--- config.mk ---
export PLATFORM = sky130hd
export DESIGN_NAME = ldpc_ber_block_stats
export DESIGN_NICKNAME = d
export VERILOG_FILES = /design/src/rtl/ldpc_ber_block_stats.sv
export SDC_FILE = /design/constraint.sdc
export NUM_CORES = 1
export LEC_CHECK = 0
export CORE_ASPECT_RATIO = 0.5
export CORE_MARGIN = 4
export CORE_UTILIZATION = 54
export DETAILED_ROUTE_END_ITERATION = 10
export HOLD_SLACK_MARGIN = 0.1
export PLACE_DENSITY = 0.88
export SYNTH_ARGS = -nofsm -noshare
export SYNTH_HDL_FRONTEND = slang
export SYNTH_SLANG_ARGS = --single-unit
--- constraint.sdc ---
create_clock -name clk -period 12.1 [get_ports clk]
set_input_delay 3.63 -clock clk [delete_from_list [all_inputs] [get_ports clk]]
set_output_delay 3.63 -clock clk [all_outputs]
set_load 0.005 [all_outputs]
--- src/rtl/ldpc_ber_block_stats.sv ---
// BER and per-block error statistics on the decoder output stream (all-zero codeword assumed).
// Optional max per-block error tracking is built when LDPC_BER_MAX_ERR_EN is defined.
module ldpc_ber_block_stats #(
    parameter int unsigned DATA_WIDTH    = 128,
    parameter int unsigned CNT_WIDTH     = 32,
    parameter int unsigned BLK_CNT_WIDTH = 64,
    parameter int unsigned ACC_WIDTH     = 16
) (
    input  logic                     clk,
    input  logic                     resetn,
    input  logic                     clear,
    input  logic [DATA_WIDTH-1:0]    last_mask,
    input  logic [ACC_WIDTH-1:0]     err_threshold,
    input  logic [DATA_WIDTH-1:0]    s_axis_dout_tdata,
    input  logic                     s_axis_dout_tvalid,
    output logic                     s_axis_dout_tready,
    input  logic                     s_axis_dout_tlast,
    output logic [CNT_WIDTH-1:0]     bit_errors,
    output logic [CNT_WIDTH-1:0]     block_errors,
    output logic [BLK_CNT_WIDTH-1:0] blocks_done,
    output logic                     saturated,
    output logic [ACC_WIDTH-1:0]     max_block_err
);

    localparam int unsigned LANES     = DATA_WIDTH / 16;
    localparam int unsigned BEAT_W    = $clog2(DATA_WIDTH) + 1;
    localparam int unsigned ACC_SUM_W = ((ACC_WIDTH > BEAT_W) ? ACC_WIDTH : BEAT_W) + 1;
    localparam int unsigned CNT_SUM_W = ((CNT_WIDTH > BEAT_W) ? CNT_WIDTH : BEAT_W) + 1;
    localparam logic [ACC_WIDTH-1:0] ACC_MAX = '1;
    localparam logic [CNT_WIDTH-1:0] CNT_MAX = '1;

    function automatic logic [4:0] popcnt16(input logic [15:0] v);
        logic [4:0] cnt;
        cnt = '0;
        for (int i = 0; i < 16; i++) begin
            cnt = cnt + 5'(v[i]);
        end
        return cnt;
    endfunction

    logic ready_q;
    logic accept;
    logic [DATA_WIDTH-1:0] masked;

    logic [LANES-1:0][4:0] lane_cnt_d, lane_cnt_q;
    logic                  s1_valid_q, s1_last_q;

    logic [BEAT_W-1:0] beat_err_d, beat_err_q;
    logic              s2_valid_q, s2_last_q;

    logic [ACC_WIDTH-1:0]     blk_acc_d, blk_acc_q;
    logic [CNT_WIDTH-1:0]     bit_errors_d, bit_errors_q;
    logic [CNT_WIDTH-1:0]     block_errors_d, block_errors_q;
    logic [BLK_CNT_WIDTH-1:0] blocks_done_d, blocks_done_q;
    logic                     saturated_d, saturated_q;

    logic [ACC_SUM_W-1:0] acc_wide;
    logic [ACC_WIDTH-1:0] acc_sum;
    logic [CNT_SUM_W-1:0] bits_wide;

    // Clear wins over a coincident beat even though tready is still high that cycle.
    assign accept = s_axis_dout_tvalid & ready_q & ~clear;
    assign masked = s_axis_dout_tdata & (s_axis_dout_tlast ? last_mask : {DATA_WIDTH{1'b1}});

    always_comb begin
        lane_cnt_d = '0;
        for (int l = 0; l < LANES; l++) begin
            lane_cnt_d[l] = popcnt16(masked[l*16 +: 16]);
        end
    end

    always_comb begin
        beat_err_d = '0;
        for (int l = 0; l < LANES; l++) begin
            beat_err_d = beat_err_d + BEAT_W'(lane_cnt_q[l]);
        end
    end

    always_comb begin
        acc_wide  = ACC_SUM_W'(blk_acc_q) + ACC_SUM_W'(beat_err_q);
        acc_sum   = (acc_wide > ACC_SUM_W'(ACC_MAX)) ? ACC_MAX : acc_wide[ACC_WIDTH-1:0];
        bits_wide = CNT_SUM_W'(bit_errors_q) + CNT_SUM_W'(beat_err_q);

        blk_acc_d      = blk_acc_q;
        bit_errors_d   = bit_errors_q;
        block_errors_d = block_errors_q;
        blocks_done_d  = blocks_done_q;
        saturated_d    = saturated_q;

        if (s2_valid_q) begin
            bit_errors_d = (bits_wide > CNT_SUM_W'(CNT_MAX)) ? CNT_MAX
                                                              : bits_wide[CNT_WIDTH-1:0];
            if (s2_last_q) begin
                blk_acc_d = '0;
                if (blocks_done_q != '1) begin
                    blocks_done_d = blocks_done_q + BLK_CNT_WIDTH'(1);
                end
                if ((acc_sum > err_threshold) && (block_errors_q != '1)) begin
                    block_errors_d = block_errors_q + CNT_WIDTH'(1);
                end
            end else begin
                blk_acc_d = acc_sum;
            end
            saturated_d = saturated_q | (acc_sum == ACC_MAX) | (bit_errors_d == CNT_MAX)
                        | (block_errors_d == CNT_MAX) | (blocks_done_d == '1);
        end
    end

    always_ff @(posedge clk) begin
        ready_q <= resetn & ~clear;
        if (!resetn || clear) begin
            lane_cnt_q     <= '0;
            s1_valid_q     <= 1'b0;
            s1_last_q      <= 1'b0;
            beat_err_q     <= '0;
            s2_valid_q     <= 1'b0;
            s2_last_q      <= 1'b0;
            blk_acc_q      <= '0;
            bit_errors_q   <= '0;
            block_errors_q <= '0;
            blocks_done_q  <= '0;
            saturated_q    <= 1'b0;
        end else begin
            lane_cnt_q     <= lane_cnt_d;
            s1_valid_q     <= accept;
            s1_last_q      <= s_axis_dout_tlast;
            beat_err_q     <= beat_err_d;
            s2_valid_q     <= s1_valid_q;
            s2_last_q      <= s1_last_q;
            blk_acc_q      <= blk_acc_d;
            bit_errors_q   <= bit_errors_d;
            block_errors_q <= block_errors_d;
            blocks_done_q  <= blocks_done_d;
            saturated_q    <= saturated_d;
        end
    end

`ifdef LDPC_BER_MAX_ERR_EN
    logic [ACC_WIDTH-1:0] max_err_d, max_err_q;

    always_comb begin
        max_err_d = max_err_q;
        if (s2_valid_q && s2_last_q && (acc_sum > max_err_q)) begin
            max_err_d = acc_sum;
        end
    end

    always_ff @(posedge clk) begin
        if (!resetn || clear) begin
            max_err_q <= '0;
        end else begin
            max_err_q <= max_err_d;
        end
    end

    assign max_block_err = max_err_q;
`else
    assign max_block_err = '0;
`endif

    assign s_axis_dout_tready = ready_q;
    assign bit_errors         = bit_errors_q;
    assign block_errors       = block_errors_q;
    assign blocks_done        = blocks_done_q;
    assign saturated          = saturated_q;

endmodule

==> results.json, run 1 <==
{
  "seqPwrFrac_pct": 30.2,
  "reg2reg_slack_ns": 6.13,
  "cp-end-kind": "register",
  "gp_congestion": 0.956,
  "dieHeight_um": 129,
  "port_buffers": 406,
  "yosys.cell_count.top_type": "dfxtp_1",
  "holdCritPathClass": "reg2reg",
  "grt_usage_pct": 30.6,
  "post-route-period-util_pct": 69.8,
  "path_buf_inv": 6,
  "vias_per_cell": 5.84,
  "dp_hpwl_um": 39900,
  "maxCapViolCount": 0,
  "p_int_w": 0.00153,
  "max_freq_ghz": 0.118,
  "p_per_area_nw_per_um2": 117,
  "path_cells": "clkdlybuf4s50_1 > clkinv_2 > buf_4 > o21a_1 > fa_1 > inv_1 > fa_1 > fa_1 > fa_1 > inv_1 > ha_1 > inv_1 > fa_1 > nor2b_1 > nor3_1",
  "synthCells": 1889,
  "rr_worst_depth": 22,
  "required_ns": 12.40,
  "worst_pin_slew_ns": 0.938,
  "cts_resized": 0,
  "synth_flop_cell": "dfxtp_1",
  "cts_buffers": 17,
  "yosys_register_bits": 198,
  "grt_pass1_vias": 15400,
  "leakagePower_nw": 8.06,
  "synthDistinctLibCells": 82,
  "regToRegStartpoint": "beat_err_q[0]$_SDFF_PN0_",
  "path_class": "in2reg",
  "vias": 15400,
  "skew_ns": 0.0128,
  "n_fill_cell": 2147,
  "arrival_ns": 8.74,
  "antenna_found_initial": 11,
  "fin_util_pct": 72.9,
  "power_switching_w": 0.000872,
  "start_kind": "input pin",
  "worstSkewPairLatency_ns": 0.46,
  "cts_tree": "yes",
  "hold_path.startpoint": "blk_acc_q[0]$_SDFFE_PN0P_",
  "htree_levels": 4,
  "synth-seq-area-share_pct": 25.1,
  "routedWlPerCell_um": 19.5,
  "cts_root_buffer": "clkbuf_16",
  "ir_worst_vdd_uv": 113,
  "swShare_pct": 36.4,
  "drc": 0,
  "drv_slew": 0,
  "core_area_um2": 28200,
  "rsz0062_at_grt": "false",
  "reg2reg_to": "saturated$_SDFFE_PN0P_",
  "crit_family": "adder cells",
  "drt_iter0_drc": 1396,
  "post_cts_buffers": 0,
  "max-slew-margin-rel_pct": 37.3,
  "timing.setup.tns_ns": 0,
  "antenna_left": 0,
  "num_rows": 43,
  "path_clk_slew_ns": 0.07,
  "drive_above_1_share_pct": 3.66,
  "grt_pass1_wl_um": 79500,
  "syn_avg_cell_area_um2": 8.37,
  "synth-async-reset-ratio_pct": 0,
  "die_w_um": 250,
  "worst_hold_slack_ns": 0.482,
  "yosysTopAreaCell": "dfxtp_1",
  "grt_max_degree": 87,
  "drt-pass1-iter-count": 6,
  "holdPathStages": 2,
  "critPathMostFrequentCell": "fa_1",
  "cp_max_fo": 72,
  "synthTopCellsByArea": "dfxtp_1 (25%), fa_1 (14%), ha_1 (6.5%), nor2_1 (4.3%), inv_1 (3.9%)",
  "grt-ovfl-total": 0,
  "ys_top_cells_by_count": "dfxtp_1 (198), nor2_1 (181), inv_1 (163)",
  "period_needed_ns": 8.44,
  "slowest_delay_ns": 0.62,
  "hold_violations": 0,
  "synth_edf_count": 0,
  "fin_nets": 2698,
  "ys_warn_count": 0,
  "ctsHoldBuffers": 0,
  "pwr-share-clk_pct": 23.6,
  "io_pins": 423,
  "setup-violations-final": 0,
  "syn_area_um2": 15800,
  "wl_um": 51200,
  "slowest_stage": "clkinv_2",
  "yosysTopAreaCellShare_pct": 25.1,
  "hold_path_end": "blk_acc_q[0]$_SDFFE_PN0P_",
  "clock_sinks": 198,
  "power_w": 0.00240,
  "areaGrowthSynthToFinish_pct": 30.2,
  "clockBufferDepth": 2,
  "die-area_um2": 32200,
  "status": "finished, final reports clean",
  "start_util_pct": 56.0,
  "pwr-share-comb_pct": 46.2
}
## flip-flops by register name (all words and copies together) (netlist names)
signal              cells
saturated               1
blk_acc_q              16
lane_cnt_q             40
beat_err_q              8
bit_errors             32
s2_last_q               1
s1_last_q               1
s1_valid_q              1
blocks_done            64
s_axis_dout_tready      1
block_errors           32
s2_valid_q              1
## stage by stage
step	worst slack [ns]	area, um2	cells
after global placement	3.43	20000	2591
after detailed placement	3.25	20000	2591
after floorplan	4.46	15900	1904
after global routing	3.41	20600	2634
after CTS	3.70	20500	2623
final	3.66	20600	2634
## final cells by class
cell class              instances  area [um2]  share of cell area [%]
diodes                         11        27.5                   0.134
flip-flops and latches        198        3970                    19.3
multi-input cells            1434       10800                    52.5
repair buffers                413        4120                    20.0
well taps                     382         478                    2.32
inverters                     164         617                    3.00
clock buffers                  23         478                    2.32
clock inverters                 9        93.8                   0.456
## kinds of logic after synthesis
group                    Yosys count  synth area share (%)
AO/OA/AOI/OAI                    416                  16.9
XOR/XNOR                         126                  6.98
adder cells (fa/ha/maj)          193                  20.6
buffers and inverters            272                  6.98
flip-flops                       198                  25.1
multiplexers                       4                 0.253
other                              1                0.0237
AND/OR/NAND/NOR                  679                  23.2
## layer usage
| metal | wire length [um] | GRT usage (%) | vias up |
|---|---|---|---|
| met5 | 0 | 0 | - |
| met4 | 2430 | 15.3 | 0 |
| met3 | 3440 | 5.23 | 153 |
| met2 | 25500 | 54.4 | 712 |
| met1 | 19800 | 36.3 | 7318 |
| li1 | - | - | 7211 |
## power by group through the flow
stage	sequential (W)	combinational, W	clock (W)
3_5_place_dp	0.000739	0.00109	0
5_1_grt	0.000730	0.00128	0.000602
6_report	0.000725	0.00111	0.000566
3_3_place_gp	0.000738	0.00102	0
2_1_floorplan	0.000730	0.000777	0
4_1_cts	0.000725	0.00112	0.000573
## worst min-delay path, cell delays in order (launching register included)
cell and delay, ns:
dfxtp_1 0.32, nand2b_1 0.06, a21oi_1 0.06
## cells in the final DEF, fill, tap and decap left out, drive strengths merged, types with 70 or more instances in the layout
cell / count
a21oi: 94
o21a: 71
fa: 111
inv: 165
clkdlybuf4s50: 406
nand2: 129
o21ai: 118
nand3: 70
dfxtp: 198
ha: 82
nor2: 181
## worst max-delay path by stage
stage,startpoint,endpoint,slack (ns),cells after the start
6_report,s_axis_dout_tlast,lane_cnt_q[17]$_SDFF_PN0_,3.66,15
4_1_cts,s_axis_dout_tlast,lane_cnt_q[7]$_SDFF_PN0_,3.70,14
2_1_floorplan,s_axis_dout_tlast,lane_cnt_q[12]$_SDFF_PN0_,4.46,17
3_5_place_dp,s_axis_dout_tlast,lane_cnt_q[17]$_SDFF_PN0_,3.25,15
5_1_grt,s_axis_dout_tlast,lane_cnt_q[7]$_SDFF_PN0_,3.41,14
3_3_place_gp,s_axis_dout_tlast,lane_cnt_q[37]$_SDFF_PN0_,3.43,15
No activity file was read; power rests on OpenSTA's default activity.
==> run 2, diff against run 1 <==
--- a/config.mk
+++ b/config.mk
@@ -7,10 +7,10 @@
 export LEC_CHECK = 0
 export CORE_ASPECT_RATIO = 0.5
 export CORE_MARGIN = 4
-export CORE_UTILIZATION = 54
+export CORE_UTILIZATION = 50
 export DETAILED_ROUTE_END_ITERATION = 10
 export HOLD_SLACK_MARGIN = 0.1
-export PLACE_DENSITY = 0.88
+export PLACE_DENSITY = 0.82
 export SYNTH_ARGS = -nofsm -noshare
 export SYNTH_HDL_FRONTEND = slang
 export SYNTH_SLANG_ARGS = --single-unit
==> constraint.sdc (replaced) <==
create_clock -name clk -period 8.3 [get_ports clk]
set_input_delay 2.49 -clock clk [delete_from_list [all_inputs] [get_ports clk]]
set_output_delay 2.49 -clock clk [all_outputs]
set_load 0.005 [all_outputs]
==> run 2 against run 1 <==
  * Clock skew down 0.00065 ns
  * Cell count increased by 1.3%
  * Die area up 7.6%
  * Clock power increased by 49%
  * Highest routed layer is now met5
==> results.json, run 2 (synthesis gave the netlist of run 1 again) <==
{
  "status": "finished, final reports clean",
  "clock_sinks": 198,
  "antenna_left": 0,
  "core_area_um2": 30700,
  "ir_worst_vdd_uv": 157,
  "worst_pin_slew_ns": 0.990,
  "grt_pass1_wl_um": 78300,
  "drc": 0,
  "drive_above_1_share_pct": 3.75,
  "drv_slew": 0,
  "htree_levels": 4,
  "timing.setup.tns_ns": 0,
  "place_ws_ns": 1.29,
  "grt_usage_pct": 28.3,
  "setup_slack_ns": 1.73,
  "die-area_um2": 34700,
  "routedWlPerCell_um": 18.9,
  "max-slew-margin-rel_pct": 33.8,
  "post_cts_buffers": 0,
  "gp_congestion": 0.928,
  "worstSkewPairLatency_ns": 0.46,
  "hold_violations": 0,
  "rsz0062_at_grt": "false",
  "areaGrowthSynthToFinish_pct": 30.5,
  "cts_root_buffer": "clkbuf_16",
  "drt-pass1-iter-count": 7,
  "ctsHoldBuffers": 0,
  "final_common_cell": "clkdlybuf4s50_1",
  "antenna_found_initial": 7,
  "grt_max_degree": 88,
  "post-route-period-util_pct": 79.1,
  "period_needed_ns": 6.57,
  "cts_buffers": 17,
  "setup-violations-final": 0,
  "port_buffers": 406,
  "cts_tree": "yes",
  "dp_hpwl_um": 40000,
  "grt_pass1_vias": 14900,
  "required_ns": 8.60,
  "vias": 15100,
  "fin_nets": 2699,
  "cp_max_fo": 81,
  "grt-ovfl-total": 0,
  "skew_ns": 0.0121,
  "die_w_um": 259,
  "dieHeight_um": 134,
  "vias_per_cell": 5.66,
  "clockBufferDepth": 2,
  "start_kind": "input pin",
  "path_class": "in2reg",
  "max_freq_ghz": 0.152,
  "drt_iter0_drc": 1218,
  "io_pins": 423,
  "holdCritPathClass": "reg2reg",
  "path_clk_slew_ns": 0.08,
  "wl_um": 50500,
  "n_fill_cell": 2548,
  "num_rows": 45,
  "largest_register_ffs": 64,
  "cts_resized": 0,
  "leakagePower_nw": 8.07,
  "final_cell_mix": "clkdlybuf4s50_1 (406), dfxtp_1 (197), nor2_1 (181), inv_1 (162), nand2_1 (126)",
  "p_per_area_nw_per_um2": 169,
  "cp-end-kind": "register",
  "arrival_ns": 6.87,
  "start_util_pct": 51.4,
  "maxCapViolCount": 0
}
[run 2: layer usage]
metal / wire length (um) / vias up / global-route usage, %
li1: - / 7198 / -
met1: 19500 / 7202 / 33.2
met2: 25800 / 597 / 51.2
met3: 3380 / 108 / 5.28
met4: 1870 / 2 / 11.1
met5: 20 / - / 0
[run 2: cell type report]
type / instances / area, um2 / area share (%)
antenna: 5 / 12.5 / 0.0606
clock buffer: 20 / 457 / 2.21
clock inverter: 11 / 126 / 0.612
inverter: 164 / 617 / 2.99
multi-input combinational: 1434 / 10800 / 52.4
sequential: 198 / 3970 / 19.2
tap: 423 / 529 / 2.57
timing repair buffer: 414 / 4120 / 20.0
[run 2: report_power, final]
group | total, W | switching (W) | internal [W]
clock network | 0.000841 | 0.000382 | 0.000459
logic | 0.00159 | 0.000824 | 0.000766
registers | 0.00106 | 0.0000392 | 0.00102
total | 0.00349 | 0.00125 | 0.00224
[run 2: final timing paths]
kind | start | endpoint | slack (ns) | cells past startpoint
worst max-delay path | s_axis_dout_tlast | lane_cnt_q[12]$_SDFF_PN0_ | 1.73 | 16
worst min-delay path | blk_acc_q[0]$_SDFFE_PN0P_ | blk_acc_q[0]$_SDFFE_PN0P_ | 0.48 | 2
worst max register to register | beat_err_q[0]$_SDFF_PN0_ | saturated$_SDFFE_PN0P_ | 2.37 | 21
worst min register to register | blk_acc_q[0]$_SDFFE_PN0P_ | blk_acc_q[0]$_SDFFE_PN0P_ | 0.48 | 2
[run 2: through the flow]
stage	power (W)	util (%)	hold slack [ns]	cells	instance area (um2)
2_1_floorplan	0.00220	-	0.406	1904	15900
3_3_place_gp	0.00258	65.2	0.459	2633	20000
3_5_place_dp	0.00267	65.2	0.466	2633	20000
4_1_cts	0.00352	67.1	0.480	2664	20600
5_1_grt	0.00381	67.1	0.488	2669	20600
6_report	0.00349	67.1	0.479	2669	20600
[run 2: critical path: stages]
cell             delay [ns]
clkdlybuf4s50_1        0.41
clkinv_2               0.05
buf_4                  0.55
o21ai_0                0.27
fa_1                   0.58
inv_1                  0.05
fa_1                   0.49
inv_1                  0.05
fa_1                   0.47
fa_1                   0.48
inv_1                  0.06
ha_1                   0.17
inv_1                  0.06
fa_1                   0.39
nor2b_1                0.18
nor3_1                 0.06
==> patch, RTL diff (flow settings as in run 1) <==
The option `LDPC_BER_MAX_ERR_EN` is turned on by a define.
--- a/src/rtl/ldpc_ber_block_stats.sv
+++ b/src/rtl/ldpc_ber_block_stats.sv
@@ -1,4 +1,6 @@
 // BER and per-block error statistics on the decoder output stream (all-zero codeword assumed).
 // Optional max per-block error tracking is built when LDPC_BER_MAX_ERR_EN is defined.
+`define LDPC_BER_MAX_ERR_EN
+
 module ldpc_ber_block_stats #(
     parameter int unsigned DATA_WIDTH    = 128,
Formal check against the unedited RTL: same outputs for any inputs over 4 cycles, from zero or initial values; that may be too few to reach the edited logic, so the function may still have changed.
==> patch against run 1 <==
  * Utilization down 1.2 points
  * Setup slack better by 320 ps
  * Wire length down 2.6%
  * Area after synthesis up 5.5%
  * Power up 5.9%
  * Design area up 5.9%
  * Sequential cell count up 16
  * Synthesized cell count up 5.6%
  * Highest routed layer unchanged
==> patch: results (changes against run 1) <==
metric	value	unit	change
Layout Cells excl Fill	2770		+5.2%
crit-path max FO	86		+19%
first-pass GRT wire length	80.6	mm	+1.4%
switching share of power	0.349		-0.0145
Worst R2R Start	beat_err_q[1]		
Cells after Synth	1994		+5.6%
largest net degree at the start of global routing	89		+2.3%
synth unique cells	79		-3.7%
power per cell area	117	nW/um^2	about the same
fillcell total	2273		+5.9%
# nets final	2842		+5.3%
compound-gate portion of the synthesized area	0.171		+0.00229
Adder-Cell Fraction of Synth Area	0.207		+0.00120
list of most frequent post-synthesis cells	dfxtp_1 (214), nor2_1 (203), inv_1 (168)		
Max IR drop VDD	0.000160	V	+41%
placed cell count	2731		+5.4%
top post-synthesis cells by area	dfxtp_1 (26%), fa_1 (13%), ha_1 (7.4%)		
Slew Limit Headroom	0.243		-0.130
clk_skew	14.9	ps	+2.07 ps
met1 GRT Util	0.353		-0.0101
overall routing resource usage	0.282		-0.0237
WHS Endpoint	s2_last_q		
Area after DPL	21100	um^2	+5.6%
Port Buffers	422		+3.9%
Reg2Reg Setup Slack	5710	ps	-420 ps
Via Count	16115		+4.7%
R2R cell count	17		-23%
Hold WS	427	ps	-55.6 ps
Skew-Pair Late Insertion Delay	520	ps	+60 ps
Avg WL per Cell	18.0	um	-7.4%
mux contribution to synthesized area	0.00960		+0.00707
CP endpoint	lane_cnt_q[27]		
status	completed		
top layer in use	met4		
P_clk	0.667	mW	+18%
CTS buffer count	22		+5
xor-xnor portion of the synthesized cell area	0.0688		-0.00105
Seq/Total Area, Yosys	0.257		+0.00601
met2 wire len	24.8	mm	-2.8%
DRT iter0 DRCs	1206		-14%
global-route met2 utilization	0.505		-0.0395
dpl hpwl	38.7	mm	-2.9%
routed wl met3	3.42	mm	-0.76%
htree depth	1		-3
leakage power	8.39	nW	+4.1%
share of cells above drive strength 1	0.0321		-0.00452
hold_sp	s1_last_q		
M1 WL	19.9	mm	+0.34%
CP arrival	8470	ps	-270 ps
Hold Crit Depth	1		-1
initial antenna violation count	0		-11
met3 GRT Util	0.0355		-0.0168
GPL Wtd Cong	0.938		-1.9%
==> patch: cell types whose count changed after synthesis, sizes merged, moves of 16 or more <==
cell and change:
nand2 +17, ha +16, buf -23, a21oi -18
nor2 +24, o21a +32, dfxtp +16
==> patch: worst max-delay path, cell delays in order <==
cell and delay, ps:
clkdlybuf4s50_1 480, clkinv_2 400, buf_4 520, o21a_1 300, fa_1 550, inv_1 60
fa_1 500, fa_1 520, fa_1 490, inv_1 70, ha_1 160, inv_1 60
fa_1 410, nor2b_1 190, nor3_1 80
==> patch: final cells by class <==
cell class / instances / area, um^2 / area share
multi-input cells: 1519 / 11400 / 0.523
repair buffers: 431 / 4290 / 0.197
flip-flops and latches: 214 / 4280 / 0.197
inverters: 168 / 632 / 0.0290
clock buffers: 29 / 598 / 0.0275
well taps: 399 / 499 / 0.0229
clock inverters: 9 / 80.1 / 0.00368
diodes: 1 / 2.50 / 0.000115
